[config.mk]
export PLATFORM = sky130hd
export DESIGN_NAME = raster_sequencer
export DESIGN_NICKNAME = d
export VERILOG_FILES = /design/src/rtl/raster_pkg.sv /design/src/rtl/pixel_fifo2.sv /design/src/rtl/raster_sequencer.sv
export SDC_FILE = /design/constraint.sdc
export NUM_CORES = 1
export LEC_CHECK = 0
export CAP_MARGIN = 20
export CORE_ASPECT_RATIO = 1.5
export CORE_UTILIZATION = 45
export CTS_BUF_LIST = sky130_fd_sc_hd__clkbuf_4 sky130_fd_sc_hd__clkbuf_8
export CTS_CLUSTER_DIAMETER = 80
export DETAILED_ROUTE_END_ITERATION = 7
export PLACE_DENSITY = 0.79
export SYNTH_ARGS = -nofsm -noshare
export SYNTH_HDL_FRONTEND = slang
export SYNTH_HIERARCHICAL = 1
export SYNTH_SLANG_ARGS = --single-unit
[constraint.sdc]
create_clock -name clock -period 4.8 [get_ports clock]
set_clock_uncertainty 0.2 [all_clocks]
set_input_delay 0.96 -clock clock [delete_from_list [all_inputs] [get_ports clock]]
set_output_delay 0.96 -clock clock [all_outputs]
set_load 0.02 [all_outputs]
[src/rtl/raster_pkg.sv]
// Shared definitions for the raster sequencer slice.
//   - seq_state_e : sequencer FSM state encoding
//   - *_DEF       : default coordinate / depth / color widths
//   - pix_rec_w   : width of one {x, y, depth, color} pixel record
package raster_pkg;

    localparam int unsigned COORD_W_DEF = 16;
    localparam int unsigned DEPTH_W_DEF = 2;
    localparam int unsigned COLOR_W_DEF = 16;

    typedef enum logic [2:0] {
        ST_IDLE,
        ST_START,
        ST_BOUNDS,
        ST_EDGES,
        ST_SETUP,
        ST_RASTER,
        ST_DRAIN,
        ST_DONE
    } seq_state_e;

    function automatic int unsigned pix_rec_w(input int unsigned coord_w,
                                              input int unsigned depth_w,
                                              input int unsigned color_w);
        return 2 * coord_w + depth_w + color_w;
    endfunction

    localparam int unsigned PIX_W_DEF = pix_rec_w(COORD_W_DEF, DEPTH_W_DEF, COLOR_W_DEF);

endpackage

[src/rtl/pixel_fifo2.sv]
// Two-entry pixel FIFO between the rasterizer and the framebuffer writer.
// Ports:
//   clock, reset_n  : clock, asynchronous active-low reset
//   push_i, din_i   : write request and record
//   pop_i           : read request (ignored when empty)
//   dout_o          : head record
//   count_o         : occupancy 0..2
//   full_o, empty_o : occupancy flags
//   overflow_o      : push refused this cycle (full, no pop)
module pixel_fifo2 #(
    parameter int unsigned W = 8
) (
    input  logic         clock,
    input  logic         reset_n,
    input  logic         push_i,
    input  logic         pop_i,
    input  logic [W-1:0] din_i,
    output logic [W-1:0] dout_o,
    output logic [1:0]   count_o,
    output logic         full_o,
    output logic         empty_o,
    output logic         overflow_o
);

    logic [W-1:0] e0_q, e0_d;   // head
    logic [W-1:0] e1_q, e1_d;
    logic [1:0]   count_q, count_d;
    logic         pop_ok;
    logic         push_ok;

    // A push into a full FIFO is accepted only if the head leaves in the same cycle.
    assign pop_ok  = pop_i && (count_q != 2'd0);
    assign push_ok = push_i && ((count_q != 2'd2) || pop_ok);

    always_comb begin
        e0_d    = e0_q;
        e1_d    = e1_q;
        count_d = count_q;
        case ({push_ok, pop_ok})
            2'b10: begin
                if (count_q == 2'd0) e0_d = din_i;
                else                 e1_d = din_i;
                count_d = count_q + 2'd1;
            end
            2'b01: begin
                e0_d    = e1_q;
                count_d = count_q - 2'd1;
            end
            2'b11: begin
                if (count_q == 2'd1) begin
                    e0_d = din_i;
                end else begin
                    e0_d = e1_q;
                    e1_d = din_i;
                end
            end
            default: ;
        endcase
    end

    always_ff @(posedge clock or negedge reset_n) begin
        if (!reset_n) begin
            e0_q    <= '0;
            e1_q    <= '0;
            count_q <= '0;
        end else begin
            e0_q    <= e0_d;
            e1_q    <= e1_d;
            count_q <= count_d;
        end
    end

    assign dout_o     = e0_q;
    assign count_o    = count_q;
    assign full_o     = (count_q == 2'd2);
    assign empty_o    = (count_q == 2'd0);
    assign overflow_o = push_i && !push_ok;

endmodule

[src/rtl/raster_sequencer.sv]
// Sequences one triangle at a time through the rasterizer steps and buffers
// rasterized pixels toward the framebuffer writer.
// Ports:
//   clock, reset_n            : clock, asynchronous active-low reset
//   tri_valid/tri_ready, tri_*: triangle request and its vertices/depths/color
//   ras_<step>                : one-cycle step controls to the rasterizer
//   ras_rasterize_pixels      : rasterizer may produce a pixel this cycle
//   ras_v*/ras_d*/ras_color   : latched triangle presented to the rasterizer
//   ras_write_pixel, ras_pix_*: pixel produced by the rasterizer
//   ras_done                  : rasterizer finished the triangle
//   pix_valid/pix_ready, pix_*: pixel stream to the framebuffer writer
//   tri_done                  : one-cycle pulse per finished triangle
//   err_timeout, err_overflow : sticky error flags
module raster_sequencer
    import raster_pkg::*;
#(
    parameter int unsigned COORD_W     = COORD_W_DEF,
    parameter int unsigned DEPTH_W     = DEPTH_W_DEF,
    parameter int unsigned COLOR_W     = COLOR_W_DEF,
    parameter int unsigned WDOG_CYCLES = 65535
) (
    input  logic               clock,
    input  logic               reset_n,
    input  logic               tri_valid,
    output logic               tri_ready,
    input  logic [COORD_W-1:0] tri_v0x, tri_v0y, tri_v1x, tri_v1y, tri_v2x, tri_v2y,
    input  logic [DEPTH_W-1:0] tri_d0, tri_d1, tri_d2,
    input  logic [COLOR_W-1:0] tri_color,
    output logic               ras_start_new_triangle,
    output logic               ras_get_boundary_coords,
    output logic               ras_form_edges,
    output logic               ras_pixel_loop_setup,
    output logic               ras_rasterize_pixels,
    output logic [COORD_W-1:0] ras_v0x, ras_v0y, ras_v1x, ras_v1y, ras_v2x, ras_v2y,
    output logic [DEPTH_W-1:0] ras_d0, ras_d1, ras_d2,
    output logic [COLOR_W-1:0] ras_color,
    input  logic               ras_write_pixel,
    input  logic               ras_done,
    input  logic [COORD_W-1:0] ras_pix_x, ras_pix_y,
    input  logic [DEPTH_W-1:0] ras_pix_depth,
    input  logic [COLOR_W-1:0] ras_pix_color,
    output logic               pix_valid,
    input  logic               pix_ready,
    output logic [COORD_W-1:0] pix_x, pix_y,
    output logic [DEPTH_W-1:0] pix_depth,
    output logic [COLOR_W-1:0] pix_color,
    output logic               tri_done,
    output logic               err_timeout,
    output logic               err_overflow
);

    localparam int unsigned PIX_W    = pix_rec_w(COORD_W, DEPTH_W, COLOR_W);
    localparam logic [15:0] WDOG_LIM = 16'(WDOG_CYCLES);

    seq_state_e         state_q, state_d;
    logic [15:0]        wdog_q;
    logic               wdog_hit;
    logic               tri_ready_q, start_q, bounds_q, edges_q, setup_q, tri_done_q;
    logic               err_timeout_q, err_overflow_q;
    logic [COORD_W-1:0] v0x_q, v0y_q, v1x_q, v1y_q, v2x_q, v2y_q;
    logic [DEPTH_W-1:0] d0_q, d1_q, d2_q;
    logic [COLOR_W-1:0] color_q;

    logic [PIX_W-1:0]   fifo_dout;
    logic [1:0]         fifo_count;
    logic               fifo_full, fifo_empty, fifo_ovf;

    pixel_fifo2 #(.W(PIX_W)) u_fifo (
        .clock      (clock),
        .reset_n    (reset_n),
        .push_i     (ras_write_pixel),
        .pop_i      (pix_ready),
        .din_i      ({ras_pix_x, ras_pix_y, ras_pix_depth, ras_pix_color}),
        .dout_o     (fifo_dout),
        .count_o    (fifo_count),
        .full_o     (fifo_full),
        .empty_o    (fifo_empty),
        .overflow_o (fifo_ovf)
    );

    // Fires in the RASTER cycle whose count reaches the limit.
    assign wdog_hit = (state_q == ST_RASTER) && ((wdog_q + 16'd1) == WDOG_LIM);

    always_comb begin
        state_d = state_q;
        case (state_q)
            ST_IDLE:   if (tri_valid) state_d = ST_START;
            ST_START:  state_d = ST_BOUNDS;
            ST_BOUNDS: state_d = ST_EDGES;
            ST_EDGES:  state_d = ST_SETUP;
            ST_SETUP:  state_d = ST_RASTER;
            ST_RASTER: if (ras_done || wdog_hit) state_d = ST_DRAIN;
            ST_DRAIN:  if (fifo_count == 2'd0) state_d = ST_DONE;
            ST_DONE:   state_d = ST_IDLE;
            default:   state_d = ST_IDLE;
        endcase
    end

    // Step controls are decoded from the next state so they are registered
    // yet line up exactly with the state they belong to.
    always_ff @(posedge clock or negedge reset_n) begin
        if (!reset_n) begin
            state_q        <= ST_IDLE;
            tri_ready_q    <= 1'b1;
            start_q        <= 1'b0;
            bounds_q       <= 1'b0;
            edges_q        <= 1'b0;
            setup_q        <= 1'b0;
            tri_done_q     <= 1'b0;
            wdog_q         <= '0;
            err_timeout_q  <= 1'b0;
            err_overflow_q <= 1'b0;
            v0x_q <= '0; v0y_q <= '0; v1x_q <= '0; v1y_q <= '0; v2x_q <= '0; v2y_q <= '0;
            d0_q  <= '0; d1_q  <= '0; d2_q  <= '0;
            color_q <= '0;
        end else begin
            state_q     <= state_d;
            tri_ready_q <= (state_d == ST_IDLE);
            start_q     <= (state_d == ST_START);
            bounds_q    <= (state_d == ST_BOUNDS);
            edges_q     <= (state_d == ST_EDGES);
            setup_q     <= (state_d == ST_SETUP);
            tri_done_q  <= (state_d == ST_DONE);
            if (state_q == ST_IDLE && tri_valid) begin
                v0x_q <= tri_v0x; v0y_q <= tri_v0y;
                v1x_q <= tri_v1x; v1y_q <= tri_v1y;
                v2x_q <= tri_v2x; v2y_q <= tri_v2y;
                d0_q  <= tri_d0;  d1_q  <= tri_d1;  d2_q <= tri_d2;
                color_q <= tri_color;
            end
            if (state_q == ST_SETUP)       wdog_q <= '0;
            else if (state_q == ST_RASTER) wdog_q <= wdog_q + 16'd1;
            if (wdog_hit) err_timeout_q  <= 1'b1;
            if (fifo_ovf) err_overflow_q <= 1'b1;
        end
    end

    // Allow a new pixel only if it is guaranteed a FIFO slot next cycle.
    assign ras_rasterize_pixels = (state_q == ST_RASTER) &&
                                  (fifo_empty || (!fifo_full && pix_ready));

    assign tri_ready               = tri_ready_q;
    assign ras_start_new_triangle  = start_q;
    assign ras_get_boundary_coords = bounds_q;
    assign ras_form_edges          = edges_q;
    assign ras_pixel_loop_setup    = setup_q;
    assign tri_done                = tri_done_q;
    assign err_timeout             = err_timeout_q;
    assign err_overflow            = err_overflow_q;

    assign ras_v0x = v0x_q; assign ras_v0y = v0y_q;
    assign ras_v1x = v1x_q; assign ras_v1y = v1y_q;
    assign ras_v2x = v2x_q; assign ras_v2y = v2y_q;
    assign ras_d0  = d0_q;  assign ras_d1  = d1_q;  assign ras_d2 = d2_q;
    assign ras_color = color_q;

    assign pix_valid = !fifo_empty;
    assign {pix_x, pix_y, pix_depth, pix_color} = fifo_dout;

endmodule

Word-level counts from Yosys, hierarchy flattened
Cells that the tools add are included.
- add/sub/neg operators: 3
- multiplexer cells: 13
- equal/unequal tests: 22
- reductions and logical operators: 23
- operator list (cell ; number):
    50-bit 2-to-1 mux ; 4
    50-bit case mux with 3 select lines ; 1
    50-bit case mux with 2 select lines ; 1
    16-bit 2-to-1 mux ; 2
    3-bit case mux with 8 select lines ; 1
    3-bit == test, second input constant ; 6
    16-bit by 1-bit adder with 16-bit output, second input constant ; 1
    16-bit == test, second input constant ; 1
    3-bit by 2-bit == test with 1-bit output, second input constant ; 4
    3-bit 2-to-1 mux ; 3
    2-bit inequality test, second input constant ; 4
    2-bit nonzero test ; 4
    1-bit logical AND ; 7
    2-bit == test, second input constant ; 3
    3-bit by 1-bit == test with 1-bit output, second input constant ; 2
    3-bit zero test ; 2
    2-bit by 1-bit == test with 1-bit output, second input constant ; 2
    2-bit case mux with 2 select lines ; 1
    1-bit zero test ; 3
    1-bit logical OR ; 3
    3-bit AND reduction ; 1
    3-bit nonzero test ; 1
    2-bit by 1-bit adder with 2-bit output, second input constant ; 1
    2-bit zero test ; 1
    other kinds (2) ; 2
- register bits: 247

Longest topological paths before layout
Gate-level depths: netlist of run 1.
- depth in word-level cells: 7
- gate-level depth with buffers: 8
- mapped depth without buffers: 7

Hierarchy
The synthesis of run 1 kept the hierarchy.
- modules (own cells, without submodules) (module ; seq. area each (µm²) ; times used ; area an instance (µm²) ; cells an instance):
    raster_sequencer ; 3629.7 ; 1 ; 5891.9 ; 410
    pixel_fifo2 ; 2552.4 ; 1 ; 4883.4 ; 418

Worst setup path before layout of run 1
OpenSTA, ideal clock, no wires.
- path kind: input to output
- from: input pix_ready
- to: output ras_rasterize_pixels
- slack: 2.271 ns
- data arrival time: 1.369 ns
- stages on the path: 2
- data required time: 3.640 ns
- cell sequence: nand2b_1 -> a21oi_1
- longest elaborated chain between the ends: 3
- ends and longest elaborated chain (item ; line ; text):
    start: declaration ; raster_sequencer.sv:43 ; input logic pix_ready,
    1-bit logical AND ; raster_sequencer.sv:140 ; (fifo_empty || (!fifo_full && pix_ready));
    1-bit logical OR ; raster_sequencer.sv:140 ;
    1-bit logical AND ; raster_sequencer.sv:139 ; assign ras_rasterize_pixels = (state_q == ST_RASTER) &&
    end: declaration ; raster_sequencer.sv:33 ; output logic ras_rasterize_pixels,
No other way between the ends.

Worst setup path in the final report of run 1
- from: register state_q[2]
- to: output ras_rasterize_pixels
- longest elaborated chain between the ends: 2
- ends and longest elaborated chain (item ; line ; text):
    start: declaration ; raster_sequencer.sv:55 ; seq_state_e state_q, state_d;
    start signal: assignment ; raster_sequencer.sv:117 ; state_q <= state_d;
    3-bit == test ; raster_sequencer.sv:139 ;
    1-bit logical AND ; raster_sequencer.sv:139 ;
No other way between the ends.

==> results of run 1 <==
==> synth_stat cells (3+ instances only) <==
master | instances | share of area [%]
a21oi_1 | 10 | 0.46
a31oi_2 | 50 | 5.8
and2b_1 | 3 | 0.21
buf_2 | 17 | 0.79
buf_6 | 11 | 1.1
clkbuf_1 | 37 | 1.3
dfrtp_1 | 246 | 57
ha_1 | 5 | 0.58
inv_1 | 9 | 0.31
mux2_1 | 50 | 5.2
mux2_2 | 118 | 12
mux2i_1 | 7 | 0.65
nand2_1 | 18 | 0.63
nand2b_1 | 4 | 0.23
nand3_1 | 54 | 2.5
nand4_1 | 3 | 0.17
nor2_1 | 12 | 0.42
nor3_1 | 57 | 2.6
o21ai_0 | 64 | 3.0
o22ai_1 | 4 | 0.23
o31ai_1 | 3 | 0.21
xnor2_1 | 6 | 0.49
==> metrics by stage <==
stage | cell area (µm²) | utilization (%) | cells | setup WS [ns]
CTS | 15300 | 64.9 | 1510 | 1.05
global route | 15300 | 64.9 | 1510 | 0.930
floorplan | 10800 | - | 828 | 2.27
global placement | 14500 | 61.6 | 1446 | 1.30
finish | 15300 | 64.9 | 1510 | 1.09
detailed placement | 14500 | 61.6 | 1446 | 1.29
==> path summary, 6_finish.rpt <==
kind | from | endpoint | slack [ns] | cells after the start
worst max register to register | wdog_q[4] | state_q[0] | 2.11 | 5
worst max-delay path | state_q[2] | ras_rasterize_pixels | 1.09 | 4
worst min-delay path | err_overflow | err_overflow | 0.28 | 1
min in group asynchronous | reset_n | u_fifo/dout_o[11] | 0.33 | 1
worst min register to register | err_overflow | err_overflow | 0.28 | 1
max in group asynchronous | reset_n | u_fifo/dout_o[48] | 3.15 | 2
==> per-layer routing <==
layer | up-vias | track usage (%)
met5 | - | 0
met4 | 4 | 9.91
met3 | 79 | 7.98
met2 | 309 | 40.9
met1 | 4043 | 26.8
li1 | 3687 | -
==> power by group through the flow <==
stage | registers (mW) | logic [mW] | clock network (mW)
6_report | 3.70 | 5.09 | 1.81
5_1_grt | 3.83 | 5.40 | 1.94
4_1_cts | 3.71 | 5.13 | 1.86
3_5_place_dp | 3.73 | 5.10 | 0
3_3_place_gp | 3.67 | 5.01 | 0
2_1_floorplan | 4.51 | 2.07 | 0
==> area by class of cell <==
| type | instances | area [µm²] | area share [%] |
|---|---|---|---|
| multi-input combinational | 504 | 4190 | 27.4 |
| clock buffer | 58 | 717 | 4.69 |
| sequential | 247 | 6180 | 40.4 |
| tap | 319 | 399 | 2.61 |
| inverter | 9 | 33.8 | 0.221 |
| clock inverter | 6 | 60.1 | 0.393 |
| timing repair buffer | 367 | 3710 | 24.3 |
==> logic make-up after synthesis <==
logic type      Yosys count  share of synthesized area [%]
flops                   247                           57.4
mux                     175                           18.2
simple gates            174                           8.79
compound gates          142                           10.5
buf+inv                  77                           3.87
xor+xnor                  8                          0.650
fa+ha+maj                 5                          0.581
==> critical path, cell delays in order, from the launching register on <==
cell	delay, ns
dfrtp_1	0.56
nor2b_1	0.44
nand2_1	0.22
a21oi_1	0.18
clkdlybuf4s50_1	0.62
==> placed cells by master, fill, tap and decap left out, types with 2 or more instances in the layout <==
| cell | synthesis | final |
|---|---|---|
| nor3_1 | 57 | 57 |
| clkinvlp_4 | 0 | 2 |
| or2_2 | 2 | 3 |
| o22ai_1 | 4 | 4 |
| clkbuf_8 | 2 | 45 |
| nor4_1 | 2 | 2 |
| nand3_1 | 54 | 54 |
| clkbuf_4 | 0 | 13 |
| buf_4 | 1 | 10 |
| buf_12 | 0 | 6 |
| and2_1 | 2 | 2 |
| a31oi_2 | 50 | 50 |
| nor2_1 | 12 | 12 |
| inv_1 | 9 | 9 |
| nand2b_1 | 4 | 4 |
| xor2_1 | 2 | 2 |
| nand2_1 | 18 | 18 |
| a22o_1 | 2 | 2 |
| o211ai_1 | 2 | 2 |
| mux2i_1 | 7 | 7 |
| mux2_1 | 50 | 50 |
| and2b_1 | 3 | 2 |
| dfrtp_1 | 246 | 246 |
| ha_1 | 5 | 5 |
| o31ai_1 | 3 | 3 |
| nand4_4 | 2 | 2 |
| clkdlybuf4s50_1 | 0 | 350 |
| nand4_1 | 3 | 3 |
| o21ai_0 | 64 | 64 |
| clkinv_2 | 0 | 3 |
| mux2_2 | 118 | 118 |
| xnor2_1 | 6 | 6 |
| a21oi_1 | 10 | 10 |
==> out/qor.yml, run 1 <==
synthesis:
  syn_inst: 828
  async_flop_share_pct: 100
  netlist_area_um2: 10800
  ys_ff_latch: 247
  syn_area_per_cell_um2: 13.0
  synth.distinct_cells: 54
  ys_warn_count: 6
  syn-num-nets: 1007
  ys.flop_type: "dfrtp_1"
  synth_edf_count: 0
  yosysSeqAreaShare_pct: 57.4
floorplanning:
  ios: 352
  initial_core_util_pct: 45.7
  die_x_um: 128
  rows: 69
  coreArea_um2: 23600
  floorplan.die.height_um: 192
  die_area_um2: 24600
power_and_ir_drop:
  p_seq_share_pct: 34.9
  peakVddDrop_uv: 407
  p_per_area_nw_per_um2: 693
  switching_share_pct: 37.5
  pwr-share-comb_pct: 48.0
  switching_power_mw: 3.98
  clock_power_share_pct: 17.0
  finalPower_mw: 10.6
  intPower_mw: 6.62
  leakagePower_nw: 6.10
placement:
  place.gp.congestion: 0.812
  dp_hpwl_um: 20300
  portBuffers: 351
run_status:
  outcome: "finished, final reports clean"
clock_network:
  post_cts_buffers: 0
  clk_path_buf_depth: 3
  clk_latency_ns: 0.53
  cts_made_buffers: 39
  clk_pin_slew_ns: 0.07
  htreeDepth: 2
  ctsResizeCount: 0
  cts_tree: "built"
  cts_hold_buffers: 0
  cts_sinks: 247
  clockRootBuffer: "clkbuf_8"
sta:
  fin_crit_ns: 3.71
  setup_viol: 0
  hold_viol_final: 0
  rsz0062_at_grt: "no"
  fin_setup_tns_ns: 0
  period_share_pct: 77.4
  worst_slew_pin_slew_ns: 1.05
  clock.fmax_ghz: 0.269
  slew_headroom_pct: 30.2
  report.final.slew_viol_count: 0
  hold_slack_ns: 0.282
route:
  dr_wl_met3_um: 2620
  dr_total_vias: 8122
  top_layer_used: "met5"
  wl_met2_um: 15100
  drt-pass1-iter-count: 5
  m1WireLength_um: 10900
  initialDrtViolationCount: 300
  drc: 0
  avgViaCountPerCell: 5.38
  detail_route.wl_per_cell_um: 19.7
  wirelength_um: 29700
  ant_nets: 0
worst_hold_path:
  hold_class: "flip-flop to flip-flop"
layout:
  drive_gt1_share_pct: 22.2
  nets: 1347
  area_growth_pct: 41.9
  n_fill_cell: 1798
  antenna_cells: 0
setup_path:
  critPathCaptureType: "output pin"
  startpoint_type: "flip-flop"
  worstPathArrival_ns: 2.55
  path_class: "flip-flop to output pin"
  cp.required_ns: 3.64
  cp_max_fo: 12
global_routing:
  grt_pass1_wl_um: 45600
  grt_pass1_vias: 8281
  overflow: 0
  grt_usage_pct: 23.8
  antenna_found_initial: 2
  grt_max_degree: 119
flow_run:
  maxCapViolCount: 0
(Power assumes the default switching activity.)
==> inputs of run 2 (changes only) <==
--- a/config.mk
+++ b/config.mk
@@ -7,7 +7,7 @@
 export LEC_CHECK = 0
 export CAP_MARGIN = 20
 export CORE_ASPECT_RATIO = 1.5
-export CORE_UTILIZATION = 45
+export CORE_UTILIZATION = 43
 export CTS_BUF_LIST = sky130_fd_sc_hd__clkbuf_4 sky130_fd_sc_hd__clkbuf_8
 export CTS_CLUSTER_DIAMETER = 80
 export DETAILED_ROUTE_END_ITERATION = 7
==> constraint.sdc (replaced) <==
create_clock -name clock -period 3.1 [get_ports clock]
set_clock_uncertainty 0.2 [all_clocks]
set_input_delay 0.62 -clock clock [delete_from_list [all_inputs] [get_ports clock]]
set_output_delay 0.62 -clock clock [all_outputs]
set_load 0.02 [all_outputs]
==> run 2 against run 1 <==
Global-route usage shrank 0.41 points; sequential power grew 53%; final cell count grew 1.5%; critical path depth is the same; utilization shrank 1.5 points; sequential share of layout area shrank 0.65 points; hold slack lost 0.0021 ns; critical path type unchanged; largest cell class unchanged.
==> out/qor.yml, run 2 (synthesis results as in run 1) <==
global_routing:
  overflow: 0
  grt_max_degree: 94
  grt_pass1_wl_um: 47600
  grt_usage_pct: 23.4
  grt_pass1_vias: 8587
  antenna_found_initial: 6
clock_network:
  cts_made_buffers: 39
  post_cts_buffers: 0
  clk_latency_ns: 0.52
  cts_sinks: 247
  cts_tree: "built"
  htreeDepth: 2
  clk_path_buf_depth: 3
  clk_pin_slew_ns: 0.07
  clockRootBuffer: "clkbuf_8"
setup_path:
  cp_slowest_stage_delay_ns: 0.60
  startpoint_type: "flip-flop"
  path_class: "flip-flop to output pin"
  worstPathArrival_ns: 2.07
  cp_max_fo: 5
  path_cells: "inv_1, ha_1, inv_1, clkdlybuf4s50_1"
  cp-startpoint: "u_fifo/count_o[0]"
  critPathCaptureType: "output pin"
  crit_path_top_delay_cell: "clkdlybuf4s50_1"
  cp.required_ns: 2.28
  crit_top_cell: "inv_1"
  reg2reg_from: "wdog_q[4]"
sta:
  worst_slew_pin_slew_ns: 0.545
  slew_headroom_pct: 63.6
  clock.fmax_ghz: 0.346
  setup_viol: 0
  fin_crit_ns: 2.89
  period_share_pct: 93.2
  fin_setup_tns_ns: 0
  report.final.slew_viol_count: 0
  hold_viol_final: 0
  rsz0062_at_grt: "no"
power_and_ir_drop:
  finalPower_mw: 16.7
  peakVddDrop_uv: 794
  leakagePower_nw: 6.21
  p_per_area_nw_per_um2: 1080
flow_run:
  maxCapViolCount: 0
placement:
  place_area_um2: 14600
  dp_hpwl_um: 20600
  place.gp.congestion: 0.827
  portBuffers: 351
floorplanning:
  die_x_um: 131
  floorplan.die.height_um: 196
  initial_core_util_pct: 43.9
  rows: 70
  ios: 352
  die_area_um2: 25700
  coreArea_um2: 24500
route:
  dr_total_vias: 8164
  initialDrtViolationCount: 324
  ant_nets: 0
  wirelength_um: 30000
  drc: 0
  avgViaCountPerCell: 5.33
  detail_route.wl_per_cell_um: 19.6
  drt-pass1-iter-count: 4
layout:
  postLayoutCellArea_um2: 15500
  drive_gt1_share_pct: 23.1
  nets: 1355
  final_cell_mix: "clkdlybuf4s50_1 (349), dfrtp_1 (246), mux2_2 (118)"
  n_fill_cell: 1929
  area_growth_pct: 44.2
  multi_input_area_um2: 4190
  final_common_cell: "clkdlybuf4s50_1"
  seq_area_um2: 6180
worst_hold_path:
  min-delay-start: "err_overflow"
  hold_class: "flip-flop to flip-flop"
run_status:
  outcome: "finished, final reports clean"
[run 2: final cells by class]
type	count	share of cell area (%)
Sequential cell	247	39.8
Multi-Input combinational cell	504	27.0
Timing Repair Buffer	375	24.7
Clock buffer	63	5.46
Tap cell	324	2.61
Inverter	9	0.217
Clock inverter	6	0.193
Antenna cell	5	0.0805
[run 2: stage by stage]
stage / util (%) / hold WS (ns) / worst slack [ns] / instances
floorplan: - / 0.124 / 0.627 / 828
global placement: 59.7 / 0.260 / 0.259 / 1458
detailed placement: 59.7 / 0.252 / 0.237 / 1458
CTS: 63.3 / 0.279 / 0.175 / 1528
global route: 63.4 / 0.294 / 0.0946 / 1532
finish: 63.4 / 0.280 / 0.209 / 1533
[run 2: power breakdown]
group          internal, mW  total [mW]  switching, mW
logic                  3.97        8.04           4.07
clock network          1.73        3.00           1.27
registers              4.80        5.67          0.872
[run 2: worst max-delay path, delay by kind of cell (launching register included)]
kind                       cells  cell delay, ns
adders and majority gates      1            0.29
buffers and inverters          3            0.81
DFF                            1            0.44
[run 2: final timing paths]
check	end	slack, ns	cells after the start
setup / recovery	pix_valid	0.21	4
hold / removal	err_overflow	0.28	1
setup reg to reg	state_q[0]	0.44	5
hold reg to reg	err_overflow	0.28	1
max in group asynchronous	state_q[0]	1.51	3
min in group asynchronous	ras_d1[1]	0.45	2
[run 2: repair_timing]
item / CTS / global route
endpoints found under the setup margin: 1 / 0
endpoints found under the hold margin: 58 / 0
hold buffers: 1 / 0
resized for setup: 1 / 0
[run 2: per-layer routing]
metal / share of wire (%) / track usage [%] / vias to the layer above
li1: - / - / 3723
met1: 38 / 27.4 / 4050
met2: 51 / 40.8 / 320
met3: 6.9 / 5.84 / 67
met4: 3.6 / 9.60 / 4
met5: 0.10 / 0 / -
==> inputs of run 3 (changes only) <==
--- a/config.mk
+++ b/config.mk
@@ -5,6 +5,7 @@
 export SDC_FILE = /design/constraint.sdc
 export NUM_CORES = 1
 export LEC_CHECK = 0
+export ABC_CLOCK_PERIOD_IN_PS = 3100
 export CAP_MARGIN = 20
 export CORE_ASPECT_RATIO = 1.5
 export CORE_UTILIZATION = 43
==> results of run 3 <==
No change in the layout: final DEF, timing and power equal those of run 2.
